## config.mk

```make
export PLATFORM = sky130hd
export DESIGN_NAME = pipeline_hazard_ctrl
export DESIGN_NICKNAME = d
export VERILOG_FILES = /design/src/rtl/hazard_pkg.sv /design/src/rtl/fwd_select.sv /design/src/rtl/pipeline_hazard_ctrl.sv
export SDC_FILE = /design/constraint.sdc
export NUM_CORES = 1
export LEC_CHECK = 0
export ABC_AREA = 1
export BUFFER_PORTS_ARGS = -buffer_cell sky130_fd_sc_hd__clkbuf_2
export CORE_AREA = 3 3 132 83
export DETAILED_ROUTE_END_ITERATION = 7
export DIE_AREA = 0 0 135 86
export GPL_TIMING_DRIVEN = 0
export PLACE_DENSITY = 0.75
export SLEW_MARGIN = 20
export SYNTH_ARGS = -nofsm -noshare
export SYNTH_HDL_FRONTEND = slang
export SYNTH_HIERARCHICAL = 1
export SYNTH_SLANG_ARGS = --single-unit
export TNS_END_PERCENT = 50
```

## constraint.sdc

```tcl
create_clock -name CLK -period 2.5 [get_ports CLK]
set_clock_uncertainty 0.15 [all_clocks]
set_input_delay 0 -clock CLK [delete_from_list [all_inputs] [get_ports CLK]]
set_output_delay 0 -clock CLK [all_outputs]
set_load 0.01 [all_outputs]
```

## src/rtl/hazard_pkg.sv

```systemverilog
// Shared types and constants for the F/D/E/M/W hazard controller.
// Holds the controller state encoding and the E-stage forwarding select codes.
package hazard_pkg;

  localparam int REG_AW_DEFAULT = 5;

  typedef enum logic [1:0] {
    RUN      = 2'b00,
    MEM_WAIT = 2'b01,
    HALT     = 2'b10
  } hazState_t;

  localparam logic [1:0] FWD_RF = 2'b00;
  localparam logic [1:0] FWD_W  = 2'b01;
  localparam logic [1:0] FWD_M  = 2'b10;

  // Register index match that never fires for x0.
  function automatic logic regHit(input logic [REG_AW_DEFAULT-1:0] src,
                                  input logic [REG_AW_DEFAULT-1:0] dst,
                                  input logic                      wrEn);
    regHit = wrEn && (src != {REG_AW_DEFAULT{1'b0}}) && (src == dst);
  endfunction

endpackage

```

## src/rtl/fwd_select.sv

```systemverilog
// Forwarding select for one E-stage source operand.
// The M-stage result is younger than W, so an M match wins over a W match.
module fwd_select
  import hazard_pkg::*;
#(
  parameter int REG_AW = REG_AW_DEFAULT
) (
  input  logic [REG_AW-1:0] srcReg,
  input  logic [REG_AW-1:0] WriteRegM,
  input  logic              RegWriteM,
  input  logic [REG_AW-1:0] WriteRegW,
  input  logic              RegWriteW,
  output logic [1:0]        fwdSel
);

  logic srcNonZero;
  logic hitM;
  logic hitW;

  assign srcNonZero = (srcReg != {REG_AW{1'b0}});
  assign hitM       = srcNonZero && RegWriteM && (srcReg == WriteRegM);
  assign hitW       = srcNonZero && RegWriteW && (srcReg == WriteRegW);

  // Priority select: M, then W, then register file.
  always_comb begin
    fwdSel = FWD_RF;
    if (hitM) begin
      fwdSel = FWD_M;
    end else if (hitW) begin
      fwdSel = FWD_W;
    end else begin
      fwdSel = FWD_RF;
    end
  end

endmodule

```

## src/rtl/pipeline_hazard_ctrl.sv

```systemverilog
// Hazard and sequencing controller for the 5-stage pipeline: stall/flush
// enables, forwarding selects, data-memory wait and halt/resume sequencing.
module pipeline_hazard_ctrl
  import hazard_pkg::*;
#(
  parameter int REG_AW = REG_AW_DEFAULT,
  parameter int CNT_W  = 32
) (
  input  logic              CLK,
  input  logic              RST,
  input  logic [REG_AW-1:0] rs1D,
  input  logic [REG_AW-1:0] rs2D,
  input  logic [REG_AW-1:0] RsE,
  input  logic [REG_AW-1:0] RtE,
  input  logic [REG_AW-1:0] WriteRegE,
  input  logic [REG_AW-1:0] WriteRegM,
  input  logic [REG_AW-1:0] WriteRegW,
  input  logic              RegWriteE,
  input  logic              RegWriteM,
  input  logic              RegWriteW,
  input  logic              MemtoRegE,
  input  logic              PCSrcM,
  input  logic              mem_busy,
  input  logic              halt_req,
  input  logic              resume,
  output logic              StallF,
  output logic              StallD,
  output logic              StallE,
  output logic              StallM,
  output logic              StallW,
  output logic              FlushD,
  output logic              FlushE,
  output logic              FlushM,
  output logic              FlushW,
  output logic [1:0]        ForwardAE,
  output logic [1:0]        ForwardBE,
  output logic              halted,
  output logic [CNT_W-1:0]  stall_cnt,
  output logic [CNT_W-1:0]  flush_cnt
);

  hazState_t curState;
  hazState_t nextState;
  logic      loadUse;
  logic      evalRun;
  logic      haltStall;
  logic      branchFlush;
  logic      stallCntEn;
  logic      flushCntEn;

  fwd_select #(.REG_AW(REG_AW)) uFwdA (
    .srcReg    (RsE),
    .WriteRegM (WriteRegM),
    .RegWriteM (RegWriteM),
    .WriteRegW (WriteRegW),
    .RegWriteW (RegWriteW),
    .fwdSel    (ForwardAE)
  );

  fwd_select #(.REG_AW(REG_AW)) uFwdB (
    .srcReg    (RtE),
    .WriteRegM (WriteRegM),
    .RegWriteM (RegWriteM),
    .WriteRegW (WriteRegW),
    .RegWriteW (RegWriteW),
    .fwdSel    (ForwardBE)
  );

  assign loadUse = MemtoRegE && RegWriteE && (WriteRegE != {REG_AW{1'b0}}) &&
                   ((WriteRegE == rs1D) || (WriteRegE == rs2D));

  // Next-state and stall/flush decode.
  always_comb begin
    nextState   = curState;
    StallF      = 1'b0;
    StallD      = 1'b0;
    StallE      = 1'b0;
    StallM      = 1'b0;
    StallW      = 1'b0;
    FlushD      = 1'b0;
    FlushE      = 1'b0;
    FlushM      = 1'b0;
    FlushW      = 1'b0;
    evalRun     = 1'b0;
    haltStall   = 1'b0;
    branchFlush = 1'b0;
    if (RST) begin
      nextState = RUN;
      FlushD    = 1'b1;
      FlushE    = 1'b1;
      FlushM    = 1'b1;
      FlushW    = 1'b1;
    end else begin
      case (curState)
        RUN: begin
          if (halt_req) begin
            {StallF, StallD, StallE, StallM, StallW} = 5'b11111;
            FlushW    = 1'b1;
            haltStall = 1'b1;
            nextState = HALT;
          end else if (mem_busy) begin
            {StallF, StallD, StallE, StallM} = 4'b1111;
            FlushW    = 1'b1;
            nextState = MEM_WAIT;
          end else begin
            evalRun   = 1'b1;
            nextState = RUN;
          end
        end
        MEM_WAIT: begin
          // A redirect arriving under the wait stays frozen in M until release.
          if (mem_busy) begin
            {StallF, StallD, StallE, StallM} = 4'b1111;
            FlushW    = 1'b1;
            nextState = MEM_WAIT;
          end else begin
            evalRun   = 1'b1;
            nextState = RUN;
          end
        end
        HALT: begin
          {StallF, StallD, StallE, StallM, StallW} = 5'b11111;
          haltStall = 1'b1;
          if (resume) begin
            nextState = RUN;
          end else begin
            nextState = HALT;
          end
        end
        default: begin
          nextState = RUN;
        end
      endcase

      if (evalRun && PCSrcM) begin
        {FlushD, FlushE, FlushM} = 3'b111;
        branchFlush = 1'b1;
      end else if (evalRun && loadUse) begin
        StallF = 1'b1;
        StallD = 1'b1;
        FlushE = 1'b1;
      end else begin
        branchFlush = branchFlush;
      end
    end
  end

  // Halt-related stalls are not performance stalls.
  assign stallCntEn = StallF && !haltStall;
  assign flushCntEn = branchFlush;

  // State register and halted flag.
  always_ff @(posedge CLK) begin
    if (RST) begin
      curState <= RUN;
      halted   <= 1'b0;
    end else begin
      curState <= nextState;
      halted   <= (nextState == HALT);
    end
  end

  // Saturating performance counters.
  always_ff @(posedge CLK) begin
    if (RST) begin
      stall_cnt <= {CNT_W{1'b0}};
      flush_cnt <= {CNT_W{1'b0}};
    end else begin
      if (stallCntEn && (stall_cnt != {CNT_W{1'b1}})) begin
        stall_cnt <= stall_cnt + {{(CNT_W-1){1'b0}}, 1'b1};
      end else begin
        stall_cnt <= stall_cnt;
      end
      if (flushCntEn && (flush_cnt != {CNT_W{1'b1}})) begin
        flush_cnt <= flush_cnt + {{(CNT_W-1){1'b0}}, 1'b1};
      end else begin
        flush_cnt <= flush_cnt;
      end
    end
  end

endmodule

```

==> run summary, run 1 <==
WP data required - 2.55 ns
initial standard-cell utilization of the core - 50.0%
post-route design area - 6010 sq um
synthesized instance count - 840
DRT Wirelength - 15700 microns
worst slew margin relative to its limit - 49.6%
clock root buffer master - sky130_fd_sc_hd__clkbuf_16
peak supply drop - 0.000379 V
type of the worst min-delay path - primary input to flip-flop
wire length of the first global-routing pass - 24700 microns
drt via density - 5.10
via count - 5691
routability congestion estimate from global placement - 1.03
maximum number of pins on one net before global-route repair - 12
Final Setup Violations - 0
Critical Path End Type - flip-flop
Peak Freq - 423 MHz
TritonCTS buffer count - 9
maximum buffer depth of the clock tree - 2
leakage component of the power - 2.83 nW
total of buffers placed on input and output ports - 122
post-DP HPWL - 12500 microns
area added between synthesis and finish - 23.0%
Worst Path Arrival - 2.41 ns
final worst path period need - 2.36 ns
GRT Util Overall - 26.7%
total nets after synthesis - 887
Critical Path Fanout Max - 10
number of failing hold endpoints at the final stage - 0
setup total negative slack - 0 ns
sequential fraction of the synthesis area - 27.5%
area share of the leading cell type in the synthesized netlist - 27.5%
summed instance area of the synthesized netlist - 4890 sq um
core footprint - 9770 sq um
number of max-slew violations in the final report - 0
post-synthesis sequential element count - 67
row count - 28
post-DR wirelength/cell - 14.1 microns
overall power after layout - 2.70 mW
setup repair after global routing missed its margin - no
crit path kind - flip-flop to flip-flop
Max H-tree Level - 3
via count of the first global-routing pass - 4730
Top Ports - 123
clock tree from TritonCTS - built
Clk pin slew, worst setup/hold paths - 0.05 ns
pwr/cell area - 449 nW/um^2
floorplan die width - 135 microns
drt initial violations - 611
clock latency on the worst-skew pair - 0.34 ns
antenna violations before repair - 0
placed instance area - 5670 sq um
synthesis warning total - 6
result of the run - finished clean
final clock period utilization by the worst path - 94.6%
number of nets in the layout - 1024
Setup crit start kind - flip-flop
ratio of cells with drive above 1 in the final layout - 17.2%
remaining design rule violation count - 0
number of detailed-routing iterations run before antenna repair - 5
number of fillers in the final layout - 975
area of the die - 11600 sq um
post-synthesis average cell area - 5.82 sq um
count of nets left with antenna violations after detail routing - 0
maxcap violations - 0
cell types with the largest area share after synthesis - sky130_fd_sc_hd__dfxtp_1 (27%), sky130_fd_sc_hd__nand2_1 (23%), sky130_fd_sc_hd__nor2_1 (8.7%), sky130_fd_sc_hd__inv_1 (7.8%), sky130_fd_sc_hd__a21oi_1 (5.8%)
slew of the pin with the lowest slew margin - 0.751 ns
Die Span Y - 86 microns
count of different cell masters after synthesis - 31
total grt overflow - 0
antenna cell count - 0
total clock sinks - 67
cell type with the highest aggregate area in the netlist - sky130_fd_sc_hd__dfxtp_1
-- flip-flops by register name, summed over array words and instances (netlist names) --
register and flops:
stall_cnt 32, curState 2, flush_cnt 32, halted 1
-- power by group --
part	switching, mW	leakage, nW	internal, mW
Sequential	0.00687	0.540	1.08
Clock	0.473	0.151	0.841
Combinational	0.194	2.14	0.108
-- critical path, cell delays in order (launching register included) --
cell,delay [ns]
sky130_fd_sc_hd__dfxtp_1,0.42
sky130_fd_sc_hd__ha_1,0.27
sky130_fd_sc_hd__inv_1,0.11
sky130_fd_sc_hd__nor2_4,0.21
sky130_fd_sc_hd__nand3_1,0.10
sky130_fd_sc_hd__nor2_1,0.10
sky130_fd_sc_hd__nand4_1,0.18
sky130_fd_sc_hd__buf_2,0.26
sky130_fd_sc_hd__buf_2,0.22
sky130_fd_sc_hd__nand4_1,0.13
sky130_fd_sc_hd__a21oi_1,0.07
-- placed cells by master, fill, tap and decap left out, types with 4 or more instances in the layout --
| master | synthesis | routed |
|---|---|---|
| sky130_fd_sc_hd__nand2_1 | 297 | 297 |
| sky130_fd_sc_hd__clkbuf_2 | 0 | 122 |
| sky130_fd_sc_hd__nor2_1 | 113 | 113 |
| sky130_fd_sc_hd__inv_1 | 102 | 102 |
| sky130_fd_sc_hd__dfxtp_1 | 67 | 67 |
| sky130_fd_sc_hd__a21oi_1 | 57 | 57 |
| sky130_fd_sc_hd__nand4_1 | 43 | 43 |
| sky130_fd_sc_hd__nand3_1 | 31 | 31 |
| sky130_fd_sc_hd__xor2_1 | 28 | 28 |
| sky130_fd_sc_hd__nor3_1 | 20 | 20 |
| sky130_fd_sc_hd__xnor2_1 | 17 | 17 |
| sky130_fd_sc_hd__clkbuf_1 | 10 | 10 |
| sky130_fd_sc_hd__buf_2 | 9 | 9 |
| sky130_fd_sc_hd__clkbuf_16 | 0 | 9 |
| sky130_fd_sc_hd__o21ai_0 | 8 | 8 |
| sky130_fd_sc_hd__buf_4 | 8 | 8 |
| sky130_fd_sc_hd__nand3b_1 | 5 | 5 |
| sky130_fd_sc_hd__dlygate4sd3_1 | 0 | 4 |
-- synthesized netlist by cell type (all sizes together) --
| master | n |
|---|---|
| a21oi | 58 |
| nor3 | 21 |
| xnor2 | 17 |
| clkbuf | 10 |
| ha | 2 |
| nand2 | 300 |
| nand3 | 31 |
| nand3b | 5 |
| xor2 | 28 |
| clkinv | 1 |
| dfxtp | 67 |
| o21bai | 1 |
| o21ai | 10 |
| nor2 | 117 |
| o211ai | 1 |
| nand4 | 43 |
| inv | 105 |
| a21boi | 2 |
| and3 | 1 |
| buf | 20 |
-- cells by family (layout without fill, tap and decap cells) --
group | Yosys count | in the layout | synth area share (%)
flops | 67 | 67 | 27.5
compound gates | 72 | 72 | 7.89
xor+xnor | 45 | 45 | 8.07
buf+inv | 136 | 276 | 11.6
fa+ha+maj | 2 | 2 | 0.512
simple gates | 518 | 518 | 44.5
-- cell type report --
type / count / area (sq um) / area share, %
Multi-Input combinational cell: 637 / 2980 / 49.6
Sequential cell: 67 / 1340 / 22.3
Timing Repair Buffer: 126 / 651 / 10.8
Inverter: 106 / 399 / 6.64
Clock buffer: 12 / 267 / 4.43
Buffer: 30 / 169 / 2.81
Tap cell: 135 / 169 / 2.81
Clock inverter: 2 / 35.0 / 0.583
-- per-layer routing --
layer / share of wire (%) / GRT usage [%] / up-vias
li1: - / - / 2914
met1: 53 / 44.0 / 2506
met2: 35 / 34.1 / 262
met5: 0 / 0 / -
met3: 12 / 6.57 / 9
met4: 0.50 / 4.30 / 0
-- final timing paths --
| kind | cells past startpoint | endpoint | from | slack [ns] |
|---|---|---|---|---|
| worst max-delay path | 10 | stall_cnt[22]$_SDFFE_PP0P_ | stall_cnt[0]$_SDFFE_PP0P_ | 0.14 |
| worst min register to register | 2 | stall_cnt[20]$_SDFFE_PP0P_ | stall_cnt[20]$_SDFFE_PP0P_ | 0.34 |
| worst min-delay path | 6 | flush_cnt[24]$_SDFFE_PP0P_ | PCSrcM | 0.09 |
| worst max register to register | 10 | stall_cnt[22]$_SDFFE_PP0P_ | stall_cnt[0]$_SDFFE_PP0P_ | 0.14 |
-- through the flow --
stage | hold WS [ns] | cells | worst slack, ns | util (%)
2_1_floorplan | -0.0541 | 840 | 0.512 | -
3_3_place_gp | 0.0495 | 1097 | 0.199 | 58.0
3_5_place_dp | 0.0518 | 1097 | 0.186 | 58.0
4_1_cts | 0.0753 | 1115 | 0.176 | 61.5
5_1_grt | 0.126 | 1115 | 0.000632 | 61.5
6_report | 0.0854 | 1115 | 0.135 | 61.5
-- what timing repair did --
| item | CTS | global route |
|---|---|---|
| hold buffers | 4 | 0 |
| gates resized for setup | 0 | 1 |
| hold endpoints to repair | 8 | 0 |
| setup buffers | 0 | 0 |
| setup endpoints to repair | 0 | 10 |
Note: power is estimated with default switching activity, not from simulation.
==> inputs of run 2 (changes only) <==
--- a/config.mk
+++ b/config.mk
@@ -8,6 +8,7 @@
 export ABC_AREA = 1
 export BUFFER_PORTS_ARGS = -buffer_cell sky130_fd_sc_hd__clkbuf_2
 export CORE_AREA = 3 3 132 83
+export CTS_BUF_LIST = sky130_fd_sc_hd__clkbuf_2
 export DETAILED_ROUTE_END_ITERATION = 7
 export DIE_AREA = 0 0 135 86
 export GPL_TIMING_DRIVEN = 0
==> run 2 against run 1 <==
  * Clock power fell by 54%
  * Critical endpoint is now stall_cnt[8]$_SDFFE_PP0P_
  * Cell count rose by 0.54%
  * Critical path depth rose by 2
  * Sequential power barely moved
  * Non-clock buffer count rose by 6
  * Combinational power rose by 2%
==> run summary, run 2 (same netlist as run 1, synthesis figures left out) <==
result of the run - finished clean (unchanged)
Worst Path Arrival - 2.67 ns (was 2.41 ns)
leading cell type in the layout, fill and taps excluded - sky130_fd_sc_hd__nand2_1 (unchanged)
drt initial violations - 606 (was 611)
count of nets left with antenna violations after detail routing - 0 (unchanged)
number of detailed-routing iterations run before antenna repair - 5 (unchanged)
Register-to-Register Setup Slack - 0.1 ns (was 0.14 ns)
drt via density - 5.12 (was 5.10)
maxcap violations - 0 (unchanged)
row count - 28 (unchanged)
area added between synthesis and finish - 20.2% (was 23.0%)
total clock sinks - 67 (unchanged)
worst r2r src - curState[1]$_SDFF_PP0_ (was stall_cnt[0]$_SDFFE_PP0P_)
total grt overflow - 0 (unchanged)
post-DP HPWL - 12500 microns (unchanged)
Clk pin slew, worst setup/hold paths - 0.18 ns (was 0.05 ns)
Die Span Y - 86 microns (unchanged)
worst hold margin - 0.0386 ns (was 0.0854 ns)
Net Switching - 0.600 mW (was 0.674 mW)
Critical Path End Type - flip-flop (unchanged)
Peak Freq - 417 MHz (was 423 MHz)
area of the die - 11600 sq um (unchanged)
total of buffers placed on input and output ports - 122 (unchanged)
Combinational Power Share - 15.5% (was 11.2%)
antenna violations before repair - 0 (unchanged)
maximum number of pins on one net before global-route repair - 12 (unchanged)
peak supply drop - 0.000262 V (was 0.000379 V)
final worst path period need - 2.40 ns (was 2.36 ns)
Final Setup Violations - 0 (unchanged)
type of the worst min-delay path - primary input to flip-flop (unchanged)
remaining design rule violation count - 0 (unchanged)
final clock period utilization by the worst path - 96.0% (was 94.6%)
wire length of the first global-routing pass - 24800 microns (was 24700 microns)
highest-count cells in the layout ignoring fill and taps - sky130_fd_sc_hd__nand2_1 (297), sky130_fd_sc_hd__clkbuf_2 (132), sky130_fd_sc_hd__nor2_1 (112) (was sky130_fd_sc_hd__nand2_1 (297), sky130_fd_sc_hd__clkbuf_2 (122), sky130_fd_sc_hd__nor2_1 (113))
GRT Util Overall - 26.8% (was 26.7%)
Critical Path Fanout Max - 7 (was 10)
routability congestion estimate from global placement - 1.03 (unchanged)
WP data required - 2.77 ns (was 2.55 ns)
worst slew margin relative to its limit - 63.2% (was 49.6%)
post-route design area - 5870 sq um (was 6010 sq um)
antenna cell count - 0 (unchanged)
number of max-slew violations in the final report - 0 (unchanged)
floorplan die width - 135 microns (unchanged)
TritonCTS buffer count - 9 (unchanged)
slew of the pin with the lowest slew margin - 0.551 ns (was 0.751 ns)
placed instance area - 5670 sq um (unchanged)
DRT Wirelength - 15600 microns (was 15700 microns)
clock root buffer master - sky130_fd_sc_hd__clkbuf_2 (was sky130_fd_sc_hd__clkbuf_16)
via count of the first global-routing pass - 4767 (was 4730)
maximum buffer depth of the clock tree - 2 (unchanged)
largest registers - flush_cnt: 32 flops, stall_cnt: 32 flops, curState: 2 flops (unchanged)
cell-internal power - 1.40 mW (was 2.02 mW)
sw frac - 30.0% (was 25.0%)
initial standard-cell utilization of the core - 50.0% (unchanged)
sequential fraction of design power - 54.2% (was 40.1%)
clock latency on the worst-skew pair - 0.53 ns (was 0.34 ns)
number of failing hold endpoints at the final stage - 0 (unchanged)
hold path startpoint - resume (was PCSrcM)
crit path kind - flip-flop to flip-flop (unchanged)
portion of total power attributed to the clock network - 30.4% (was 48.7%)
post-DR wirelength/cell - 14.0 microns (was 14.1 microns)
clock tree from TritonCTS - built (unchanged)
number of nets in the layout - 1030 (was 1024)
pwr/cell area - 340 nW/um^2 (was 449 nW/um^2)
via count - 5739 (was 5691)
setup repair after global routing missed its margin - yes (was no)
Top Ports - 123 (unchanged)
overall power after layout - 2.00 mW (was 2.70 mW)
leakage component of the power - 2.77 nW (was 2.83 nW)
Worst Setup SP - curState[1]$_SDFF_PP0_ (was stall_cnt[0]$_SDFFE_PP0P_)
Setup crit start kind - flip-flop (unchanged)
Max H-tree Level - 3 (unchanged)
ratio of cells with drive above 1 in the final layout - 17.4% (was 17.2%)
core footprint - 9770 sq um (unchanged)
==> run 2: changes by cell type in the layout (fill, tap and decap cells not counted), sizes merged <==
| cell | delta |
|---|---|
| dlygate4sd3 | +5 |
| clkbuf | -3 |
| clkinv | +3 |
| buf | +1 |
==> run 2: what timing repair did <==
item | in CTS | in global routing
gates resized for setup | 0 | 8
setup buffers | 0 | 1
hold buffers | 9 | 0
setup endpoints to repair | 0 | 18
endpoints found under the hold margin | 32 | 0
==> run 2: worst paths after layout <==
| path | to | cells after the start |
|---|---|---|
| hold reg to reg | flush_cnt[0]$_SDFFE_PP0P_ | 1 |
| hold / removal | curState[1]$_SDFF_PP0_ | 3 |
| setup / recovery | stall_cnt[8]$_SDFFE_PP0P_ | 12 |
| setup reg to reg | stall_cnt[8]$_SDFFE_PP0P_ | 12 |
==> run 2: layout make-up <==
type                    count  area (sq um)
plain buffers              30           170
clock buffers               9          45.0
clock inverters             5          46.3
fillers                   988          3900
inverters                 106           399
multi-input cells         637          2990
flip-flops and latches     67          1350
well taps                 135           169
repair buffers            132           708
==> run 2: routing by layer <==
metal / vias to the layer above / track usage, % / routed length [microns]
met5: - / 0 / 0
met4: 0 / 4.48 / 97
met3: 11 / 6.74 / 1870
met2: 256 / 34.1 / 5470
met1: 2545 / 44.2 / 8210
li1: 2927 / - / -
==> run 2: per-stage QoR <==
stage	utilization, %	setup WS [ns]	std cells	TNS, ns
5_1_grt	60.1	-0.0336	1121	-0.0859
6_report	60.1	0.100	1121	0
3_5_place_dp	58.0	0.186	1097	0
2_1_floorplan	-	0.512	840	0
4_1_cts	59.8	0.0326	1120	0
3_3_place_gp	58.0	0.199	1097	0
==> run 2: critical path, stage by stage, from the launching register on <==
cell and delay (ns):
sky130_fd_sc_hd__dfxtp_1 0.33, sky130_fd_sc_hd__buf_2 0.17, sky130_fd_sc_hd__nor2_1 0.17, sky130_fd_sc_hd__nand3_1 0.09, sky130_fd_sc_hd__nand2_1 0.15, sky130_fd_sc_hd__inv_1 0.07, sky130_fd_sc_hd__nand3_1 0.10, sky130_fd_sc_hd__nand2_2 0.11
sky130_fd_sc_hd__dlygate4sd3_1 0.70, sky130_fd_sc_hd__nand3_1 0.11, sky130_fd_sc_hd__nand2_1 0.05, sky130_fd_sc_hd__nand2_1 0.05, sky130_fd_sc_hd__nor2_1 0.04
==> run 2: power by group through the flow <==
stage | Combinational [mW] | Sequential, mW | Clock, mW
3_3_place_gp | 0.288 | 1.11 | 0
3_5_place_dp | 0.291 | 1.10 | 0
4_1_cts | 0.305 | 1.08 | 0.622
2_1_floorplan | 0.172 | 1.11 | 0
5_1_grt | 0.346 | 1.08 | 0.660
6_report | 0.309 | 1.08 | 0.607
==> inputs of run 3 (changes only) <==
--- a/config.mk
+++ b/config.mk
@@ -12,7 +12,7 @@
 export DETAILED_ROUTE_END_ITERATION = 7
 export DIE_AREA = 0 0 135 86
 export GPL_TIMING_DRIVEN = 0
-export PLACE_DENSITY = 0.75
+export PLACE_DENSITY = 0.77
 export SLEW_MARGIN = 20
 export SYNTH_ARGS = -nofsm -noshare
 export SYNTH_HDL_FRONTEND = slang
==> run 3 against run 2 <==
  * Maximum frequency increased by 1.5%
  * Global-route usage decreased by 0.090 points
  * Clock power increased by 26%
  * First-iteration DRC count decreased by 25%
  * Count of clock-buffer cells in the layout unchanged
  * Critical path depth decreased by 2
  * Via count decreased by 0.56%
  * Sequential share of layout area decreased by 0.29 points
==> run summary, run 3 (same netlist as run 1, synthesis figures left out) <==
maximum buffer depth of the clock tree - 2 (unchanged)
Register-to-Register Setup Slack - 0.14 ns (was 0.1 ns)
leakage component of the power - 2.81 nW (was 2.77 nW)
CP top delay family - simple AND/OR/NAND/NOR gates (was buffers and inverters)
leading cell type in the layout, fill and taps excluded - sky130_fd_sc_hd__nand2_1 (unchanged)
drt initial violations - 452 (was 606)
slew of the pin with the lowest slew margin - 0.571 ns (was 0.551 ns)
highest-count cells in the layout ignoring fill and taps - sky130_fd_sc_hd__nand2_1 (297), sky130_fd_sc_hd__clkbuf_2 (131), sky130_fd_sc_hd__nor2_1 (111) (was sky130_fd_sc_hd__nand2_1 (297), sky130_fd_sc_hd__clkbuf_2 (132), sky130_fd_sc_hd__nor2_1 (112))
worst-case reg-to-reg path depth - 10 (was 12)
routability congestion estimate from global placement - 1.00 (was 1.03)
crit path kind - flip-flop to flip-flop (unchanged)
final worst path period need - 2.36 ns (was 2.40 ns)
sink of the worst hold path - stall_cnt[27]$_SDFFE_PP0P_ (was curState[1]$_SDFF_PP0_)
result of the run - finished clean (unchanged)
wire length of the first global-routing pass - 24800 microns (about the same)
number of max-slew violations in the final report - 0 (unchanged)
worst flop-to-flop path endpoint - stall_cnt[22]$_SDFFE_PP0P_ (was stall_cnt[8]$_SDFFE_PP0P_)
total clock sinks - 67 (unchanged)
total of buffers placed on input and output ports - 122 (unchanged)
core footprint - 9770 sq um (unchanged)
remaining design rule violation count - 0 (unchanged)
worst-path cell chain - ha_1 > inv_1 > nor2_2 > nand3_1 > nor2_1 > nand4_1 > buf_2 > buf_2 > nand4_1 > a21oi_1 (was buf_2 > nor2_1 > nand3_1 > nand2_1 > inv_1 > nand3_1 > nand2_2 > dlygate4sd3_1 > nand3_1 > nand2_1 > nand2_1 > nor2_1)
clock latency on the worst-skew pair - 0.55 ns (was 0.53 ns)
WP data required - 2.78 ns (was 2.77 ns)
antenna violations before repair - 0 (unchanged)
worst slack at placement - 0.174 ns (was 0.186 ns)
Final Instance Count excl. Fillers - 1127 (was 1121)
global-route track usage on met1 - 43.1% (was 44.2%)
worst slew margin relative to its limit - 61.9% (was 63.2%)
ratio of cells with drive above 1 in the final layout - 18.5% (was 17.4%)
slowest stage cell on the critical path - sky130_fd_sc_hd__dfxtp_1 (was sky130_fd_sc_hd__dlygate4sd3_1)
peak supply drop - 0.000210 V (was 0.000262 V)
placed cell count - 1097 (unchanged)
area of the die - 11600 sq um (unchanged)
Critical Path End Type - flip-flop (unchanged)
number of fillers in the final layout - 965 (was 988)
Max H-tree Level - 3 (unchanged)
row count - 28 (unchanged)
post-DR wirelength/cell - 13.9 microns (was 14.0 microns)
utilization after layout - 61.0% (was 60.1%)
total grt overflow - 0 (unchanged)
final clock period utilization by the worst path - 94.6% (was 96.0%)
number of nets in the layout - 1034 (was 1030)
clock tree from TritonCTS - built (unchanged)
DRT Wirelength - 15700 microns (was 15600 microns)
area occupied by multi-input gates - 3010 sq um (was 2990 sq um)
CP max stage delay - 0.45 ns (was 0.70 ns)
TritonCTS buffer count - 9 (unchanged)
Top Ports - 123 (unchanged)
area added between synthesis and finish - 22.0% (was 20.2%)
WP buf/inv - 3 (unchanged)
Final Setup Violations - 0 (unchanged)
met2 track demand over resource in global routing - 34.2% (was 34.1%)
busiest layer in global routing - met1 (unchanged)
worst r2r src - stall_cnt[1]$_SDFFE_PP0P_ (was curState[1]$_SDFF_PP0_)
worst setup slack after layout - 0.136 ns (was 0.100 ns)
count of nets left with antenna violations after detail routing - 0 (unchanged)
hold path startpoint - MemtoRegE (was resume)
antenna cell count - 0 (unchanged)
largest registers - flush_cnt: 32 flops, stall_cnt: 32 flops, curState: 2 flops (unchanged)
drt via density - 5.06 (was 5.12)
initial standard-cell utilization of the core - 50.0% (unchanged)
via count of the first global-routing pass - 4789 (was 4767)
Setup crit start kind - flip-flop (unchanged)
setup total negative slack - 0 ns (unchanged)
clock root buffer master - sky130_fd_sc_hd__clkbuf_2 (unchanged)
setup repair after global routing missed its margin - no (was yes)
GRT Util Overall - 26.7% (was 26.8%)
Clk pin slew, worst setup/hold paths - 0.22 ns (was 0.18 ns)
floorplan die width - 135 microns (unchanged)
Critical Path Fanout Max - 10 (was 7)
number of failing hold endpoints at the final stage - 0 (unchanged)
cell count of the worst hold path - 7 (was 3)
via count - 5707 (was 5739)
pwr/cell area - 363 nW/um^2 (was 340 nW/um^2)
Worst Path Arrival - 2.64 ns (was 2.67 ns)
post-DP HPWL - 12300 microns (was 12500 microns)
Die Span Y - 86 microns (unchanged)
Peak Freq - 423 MHz (was 417 MHz)
maximum number of pins on one net before global-route repair - 19 (was 12)
overall power after layout - 2.17 mW (was 2.00 mW)
FF+latch area - 1350 sq um (about the same)
Global Route met3 Usage - 7.85% (was 6.74%)
type of the worst min-delay path - primary input to flip-flop (unchanged)
number of detailed-routing iterations run before antenna repair - 5 (unchanged)
maxcap violations - 0 (unchanged)
[run 3: power breakdown]
| group | total [mW] | internal, mW | switching, mW |
|---|---|---|---|
| logic | 0.317 | 0.118 | 0.200 |
| registers | 1.08 | 1.08 | 0.00643 |
| clock network | 0.765 | 0.327 | 0.438 |
| total | 2.17 | 1.52 | 0.644 |
[run 3: per-layer routing]
layer,wire length (microns),vias up
li1,-,2944
met1,8240,2494
met2,5520,257
met3,1780,12
met4,114,0
met5,0,-
[run 3: area by class of cell]
type / count / area share (%)
Inverter: 106 / 6.69
Clock buffer: 9 / 0.755
Clock inverter: 7 / 1.53
Multi-Input combinational cell: 638 / 50.5
Tap cell: 135 / 2.83
Sequential cell: 67 / 22.6
Timing Repair Buffer: 136 / 12.3
Buffer: 29 / 2.75
[run 3: what timing repair did]
action,CTS,global route
setup endpoints to repair,1,28
hold buffers,7,0
hold endpoints to repair,48,0
buffers inserted,0,7
pin swaps,0,3
gates cloned,0,1
resized for setup,0,12
[run 3: how the worst max path moves through the flow]
stage,end,from,depth (start not counted),slack [ns]
after floorplan,stall_cnt[20]$_SDFFE_PP0P_,stall_cnt[0]$_SDFFE_PP0P_,10,0.51
after global placement,stall_cnt[29]$_SDFFE_PP0P_,stall_cnt[0]$_SDFFE_PP0P_,10,0.20
after detailed placement,stall_cnt[22]$_SDFFE_PP0P_,stall_cnt[0]$_SDFFE_PP0P_,10,0.17
after CTS,StallF,curState[1]$_SDFF_PP0_,8,0.03
after global routing,flush_cnt[7]$_SDFFE_PP0P_,flush_cnt[0]$_SDFFE_PP0P_,11,0.004
final,stall_cnt[22]$_SDFFE_PP0P_,stall_cnt[1]$_SDFFE_PP0P_,10,0.14
[run 3: metrics by stage]
stage               hold slack [ns]  instance area [sq um]
floorplan                   -0.0541                   4890
global placement             0.0473                   5670
detailed placement           0.0590                   5670
CTS                           0.130                   5870
global route                 0.0352                   5960
finish                       0.0794                   5960
[run 3: worst register-to-register path: stages (launching register included)]
cell and delay [ns]:
sky130_fd_sc_hd__dfxtp_1 0.45, sky130_fd_sc_hd__ha_1 0.26, sky130_fd_sc_hd__inv_1 0.08, sky130_fd_sc_hd__nor2_2 0.25
sky130_fd_sc_hd__nand3_1 0.12, sky130_fd_sc_hd__nor2_1 0.11, sky130_fd_sc_hd__nand4_1 0.18, sky130_fd_sc_hd__buf_2 0.25
sky130_fd_sc_hd__buf_2 0.21, sky130_fd_sc_hd__nand4_1 0.13, sky130_fd_sc_hd__a21oi_1 0.08
